$ cat src/rtl/parallel_to_serial.sv
// Word-to-bit serializer: one holding register feeds a shift register so back-to-back words
// stream without bubbles. Define PARALLEL_TO_SERIAL_MSB_FIRST_EN to send bit width-1 first.
module parallel_to_serial #(
    parameter int unsigned width = 8
) (
    input  logic             clk,
    input  logic             rst,
    input  logic             parallel_valid,
    input  logic [width-1:0] parallel_data,
    output logic             parallel_ready,
    input  logic             serial_ready,
    output logic             serial_valid,
    output logic             serial_data,
    output logic             serial_last
);

    localparam int unsigned CntW = (width > 2) ? $clog2(width) : 1;
    localparam logic [CntW-1:0] CntLast = CntW'(width - 1);

    logic [width-1:0] hold_q, hold_d;
    logic             hold_valid_q, hold_valid_d;
    logic [width-1:0] shreg_q, shreg_d;
    logic             busy_q, busy_d;
    logic [CntW-1:0]  cnt_q, cnt_d;

    logic xfer, last_xfer, load, accept;
    logic [width-1:0] shreg_shifted;
    logic             cur_bit;

`ifdef PARALLEL_TO_SERIAL_MSB_FIRST_EN
    assign shreg_shifted = {shreg_q[width-2:0], 1'b0};
    assign cur_bit       = shreg_q[width-1];
`else
    assign shreg_shifted = {1'b0, shreg_q[width-1:1]};
    assign cur_bit       = shreg_q[0];
`endif

    assign xfer      = busy_q & serial_ready;
    assign last_xfer = xfer & (cnt_q == CntLast);
    // Shifter is free when idle or when its final bit leaves at this edge.
    assign load      = hold_valid_q & (~busy_q | last_xfer);
    assign accept    = parallel_valid & ~hold_valid_q;

    always_comb begin
        hold_d       = hold_q;
        hold_valid_d = hold_valid_q;
        shreg_d      = shreg_q;
        busy_d       = busy_q;
        cnt_d        = cnt_q;

        if (accept) begin
            hold_d       = parallel_data;
            hold_valid_d = 1'b1;
        end else if (load) begin
            hold_valid_d = 1'b0;
        end

        if (load) begin
            shreg_d = hold_q;
            busy_d  = 1'b1;
            cnt_d   = '0;
        end else if (last_xfer) begin
            busy_d  = 1'b0;
            cnt_d   = '0;
        end else if (xfer) begin
            shreg_d = shreg_shifted;
            cnt_d   = cnt_q + 1'b1;
        end
    end

    always_ff @(posedge clk or negedge rst) begin
        if (!rst) begin
            hold_q       <= '0;
            hold_valid_q <= 1'b0;
            shreg_q      <= '0;
            busy_q       <= 1'b0;
            cnt_q        <= '0;
        end else begin
            hold_q       <= hold_d;
            hold_valid_q <= hold_valid_d;
            shreg_q      <= shreg_d;
            busy_q       <= busy_d;
            cnt_q        <= cnt_d;
        end
    end

    always_comb begin
        parallel_ready = ~hold_valid_q;
        serial_valid   = busy_q;
        serial_data    = busy_q & cur_bit;
        serial_last    = busy_q & (cnt_q == CntLast);
    end

endmodule

$ cat config.mk
export PLATFORM = sky130hd
export DESIGN_NAME = parallel_to_serial
export DESIGN_NICKNAME = d
export VERILOG_FILES = /design/src/rtl/parallel_to_serial.sv
export SDC_FILE = /design/constraint.sdc
export NUM_CORES = 1
export LEC_CHECK = 0
export ABC_AREA = 1
export CAP_MARGIN = 20
export CORE_MARGIN = 2
export CORE_UTILIZATION = 54
export CTS_BUF_LIST = sky130_fd_sc_hd__clkbuf_8
export DETAILED_ROUTE_END_ITERATION = 12
export PLACE_DENSITY = 0.9
export SYNTH_ARGS = -nofsm -noshare
export SYNTH_HDL_FRONTEND = slang
export SYNTH_SLANG_ARGS = --single-unit
$ cat constraint.sdc
create_clock -name clk -period 1.98 [get_ports clk]
set_clock_uncertainty 0.1 [all_clocks]
set_input_delay 0.198 -clock clk [delete_from_list [all_inputs] [get_ports clk]]
set_output_delay 0.198 -clock clk [all_outputs]
set_load 0.01 [all_outputs]
Word-level counts from Yosys, hierarchy flattened
Index checks and enable logic that the tools add are counted.
W data, S select, Z words.
{"block": "classes", "reduce_logical": 5, "bitwise": 9, "n_mux": 10, "eq_ne": 2, "n_addsub": 1}
{"op": "$mux W8", "n": 3}
{"op": "$mux W3", "n": 3}
{"op": "$and A1 B1 Y1", "n": 6}
{"op": "$reduce_bool A2 Y1", "n": 3}
{"op": "$mux W1", "n": 4}
{"op": "$add A3 B1 Y3 const B", "n": 1}
{"op": "$eq A3 B3 Y1 const B", "n": 1}
{"op": "$reduce_bool A3 Y1", "n": 1}
{"op": "$ne A2 B1 Y1 const B", "n": 1}
{"op": "$not A1 Y1", "n": 2}
{"op": "$reduce_and A2 Y1", "n": 1}
{"op": "$or A1 B1 Y1", "n": 1}
{"block": "totals", "input_bits": 12, "out_inout_bits": 4, "register_bits": 21}

Longest topological paths before layout
{"block": "depth", "ltp_word": 6, "depth_mapped": 8}

Least setup slack after synthesis
OpenSTA, ideal clock, no wires.
{"block": "synth_path", "path_type": "reg-to-reg", "from": "register cnt_q[0]", "to": "register shreg_q[0]", "stages_incl_launch_ff": 9, "setup_slack_ns": 0.506, "setup_time_ns": 0.117, "n_path_buf": 0, "required_time_ns": 1.763, "arrival_time_ns": 1.257, "cell_sequence": "dfrtp_1 -> ha_1 -> ha_1 -> nand2_1 -> nor2_4 -> nor2_8 -> inv_4 -> nand2_1 -> nand2_1"}
{"block": "synth_between", "elab_chain_cells": 6, "word_cells_on_any_way": 8, "cone_classes": "2 x eq/ne; 1 x mux; 3 x bitwise; 2 x reduce/logical"}
{"item": "start: declaration", "line_no": "24", "rtl": "logic [CntW-1:0] cnt_q, cnt_d;"}
{"item": "start signal: assignment", "line_no": "83", "rtl": "cnt_q <= cnt_d;"}
{"item": "$eq A3 B3 Y1 *", "line_no": "39", "rtl": "assign last_xfer = xfer & (cnt_q == CntLast);"}
{"item": "$and A1 B1 Y1 *", "line_no": "39"}
{"item": "$or A1 B1 Y1", "line_no": "41", "rtl": "assign load = hold_valid_q & (~busy_q | last_xfer);"}
{"item": "$and A1 B1 Y1", "line_no": "41"}
{"item": "$ne A2 B1 Y1 (no source line) / $reduce_bool A2 Y1 (equally long branches)"}
{"item": "$reduce_and A2 Y1 (no source line)"}
{"item": "end signal: assignment", "line_no": "81", "rtl": "shreg_q <= shreg_d;"}
{"item": "end: declaration", "line_no": "22", "rtl": "logic [width-1:0] shreg_q, shreg_d;"}
Mark *: on every way between the ends. The rest lies on a longest branch, timed or not.
A chain may end at the register's enable or synchronous reset.

Worst setup path after layout
{"block": "layout_path", "from": "register cnt_q[0]", "to": "output port serial_last"}
{"block": "layout_between", "elab_chain_cells": 2}
{"item": "$eq A3 B3 Y1", "line_no": "91", "rtl": "serial_last = busy_q & (cnt_q == CntLast);"}
{"item": "$and A1 B1 Y1", "line_no": "91"}
{"item": "end: declaration", "line_no": "14", "rtl": "output logic serial_last"}
No other way between the ends.

==> reports/results.ini <==
[clock_network]
ctsResizeCount = 2
cts_buffers = 3
clkLatencyLatePin_ns = 0.26
cts_tree = done
cts_hold_repair.buffers = 0
numClockSinks = 21
post-cts-setup-buffers = 0
clk_path_buf_depth = 2
root_buffer = clkbuf_8
htreeDepth = 1
clk_pin_slew_ns = 0.07

[global_routing]
grt_antenna_before_repair = 0
grt_start_max_net_pins = 22
grt_usage_pct = 21.5
grt_pass1_vias = 737
grt_first_pass_wirelength_um = 3190
grt_overflow = 0

[logic_synthesis]
ys.flop_type = dfrtp_1
synthAdderAreaFrac_pct = 2.48
synth.area.top_cells = dfrtp_1 (52%), nand2_1 (10%), nand3_1 (7.9%)
async_flop_share_pct = 100
synth-seq-cells = 21
yosysWarnings = 0
yosysTopAreaCell = dfrtp_1
netlist_area_um2 = 1010
synthXorXnorAreaFrac_pct = 0
yosysMostFrequentCell = nand2_1
synth_compound_area_share_pct = 6.70
synth.area.mux_share_pct = 0
yosysUniqueCellTypes = 20
synth_top_area_share_pct = 52.1
synth_edf_count = 0
synth_common_cells = nand2_1 (28), dfrtp_1 (21), inv_1 (17)
syn-num-nets = 131
syn_avg_cell_area_um2 = 8.62
syn_inst = 117
synthSimpleGateAreaFrac_pct = 28.9
synth_top_family_by_area = simple AND/OR/NAND/NOR gates
yosysSeqAreaShare_pct = 52.1

[power_and_ir_drop]
p_leak_nw = 0.653
max-vdd-ir-drop_uv = 827
p_total_mw = 1.43
p_per_area_nw_per_um2 = 1160

[setup_path]
cp-start-kind = flip-flop
r2r_slack_ns = 0.27
path_class = reg2out
required_ns = 1.68
endpoint_kind = output port
worst-path-max-fanout = 4
critPathArrivalTime_ns = 1.55

[sta]
slew_headroom_pct = 68.2
rsz0062_at_grt = false
maxSlewViolCount = 0
tns_ns = 0
fmaxAchievable_ghz = 0.540
setup_violations = 0
hold_viol_final = 0
post-route-period-util_pct = 93.6
tightest_slew_ns = 0.478
period_minus_slack_ns = 1.85

[cells_and_area]
layout-drive-gt1-share_pct = 11.1
nNetsFinal = 150
area_delta_synth_final_pct = 21.5
num_antenna_cells = 0

[route]
first_iter_violations = 8
viasPerCell = 5.06
postRouteAntennaNets = 0
drtPass1Iterations = 4
drc = 0
wl_um = 1860
wl_per_cell_um = 11.6
route.vias.total = 809

[floorplanning]
rows = 15
die-area_um2 = 2230
ios = 16
core_area_um2 = 1750
die_w_um = 47.2
die-height_um = 47.2
start_util_pct = 57.8

[placed_design]
gp_congestion = 0.774
dpl.hpwl_um = 1370
numPortBuffers = 15

[hold_path]
hold_class = in2async

[run]
maxCapViolations = 0

[outcome]
status = finished, final reports clean

## power breakdown
group | internal, mW | switching (mW)
Combinational | 0.193 | 0.258
Sequential | 0.596 | 0.103
Clock | 0.138 | 0.138
## cell families after synthesis
| logic type | count (synthesis) |
|---|---|
| and+or+nand+nor | 60 |
| buffers and inverters | 22 |
| adders and majority gates | 2 |
| AOI/OAI and AO/OA | 12 |
| DFF | 21 |
## per-layer routing
layer  GRT usage (%)  vias up  routed length [µm]
met5               0        -                   0
met4            12.2        0                  43
met3            3.46        5                  68
met2            33.7       19                 929
met1            28.2      384                 821
li1                -      401                   -
## cell usage in the layout (no fill, tap or decap), types with 2 or more instances in the layout
cell type,Yosys,final
inv_1,17,18
nor2_1,9,9
clkdlybuf4s50_1,0,14
dfrtp_1,21,21
nor2_4,2,2
clkbuf_8,0,3
nand2_1,28,27
ha_1,2,2
nand2_2,2,3
inv_4,2,2
nand3_1,16,16
a21oi_1,8,8
## worst max-delay path: stages (launching register included)
cell and delay, ns:
dfrtp_1 0.41, ha_1 0.21, ha_1 0.23, nand2_2 0.12, inv_1 0.05, dlygate4sd2_1 0.27
## path summary, 6_finish.rpt
kind,startpoint,to,depth (start not counted)
worst max-delay path,cnt_q[0],serial_last,5
worst min-delay path,rst,cnt_q[2],2
worst max register to register,cnt_q[0],shreg_q[2],8
worst min register to register,shreg_q[6],shreg_q[6],2
max in group asynchronous,rst,hold_q[5],2
min in group clk,shreg_q[6],shreg_q[6],2
## flip-flops by register name, indices dropped and copies added, names as in the netlist
register      count
hold_q            8
cnt_q             3
shreg_q           8
serial_valid      1
hold_valid_q      1
## final cells by class
type / count / area (µm²)
sequential: 21 / 526
timing repair buffer: 16 / 156
tap: 25 / 31.3
fill: 121 / 520
inverter: 20 / 80.1
clock buffer: 3 / 41.3
multi-input combinational: 74 / 387
clock inverter: 1 / 3.75
## per-stage QoR
stage                     setup WS, ns  cell area [µm²]  cells  hold WS [ns]  utilization (%)
after global placement           0.262             1180    156         0.364             67.5
after detailed placement         0.212             1180    156         0.369             67.5
after global routing            0.0779             1220    160         0.201             70.2
after floorplan                  0.506             1010    117        -0.198                -
after CTS                        0.151             1220    160         0.186             70.2
final                            0.127             1220    160         0.171             70.2
Power figures use the tool's default switching activity.
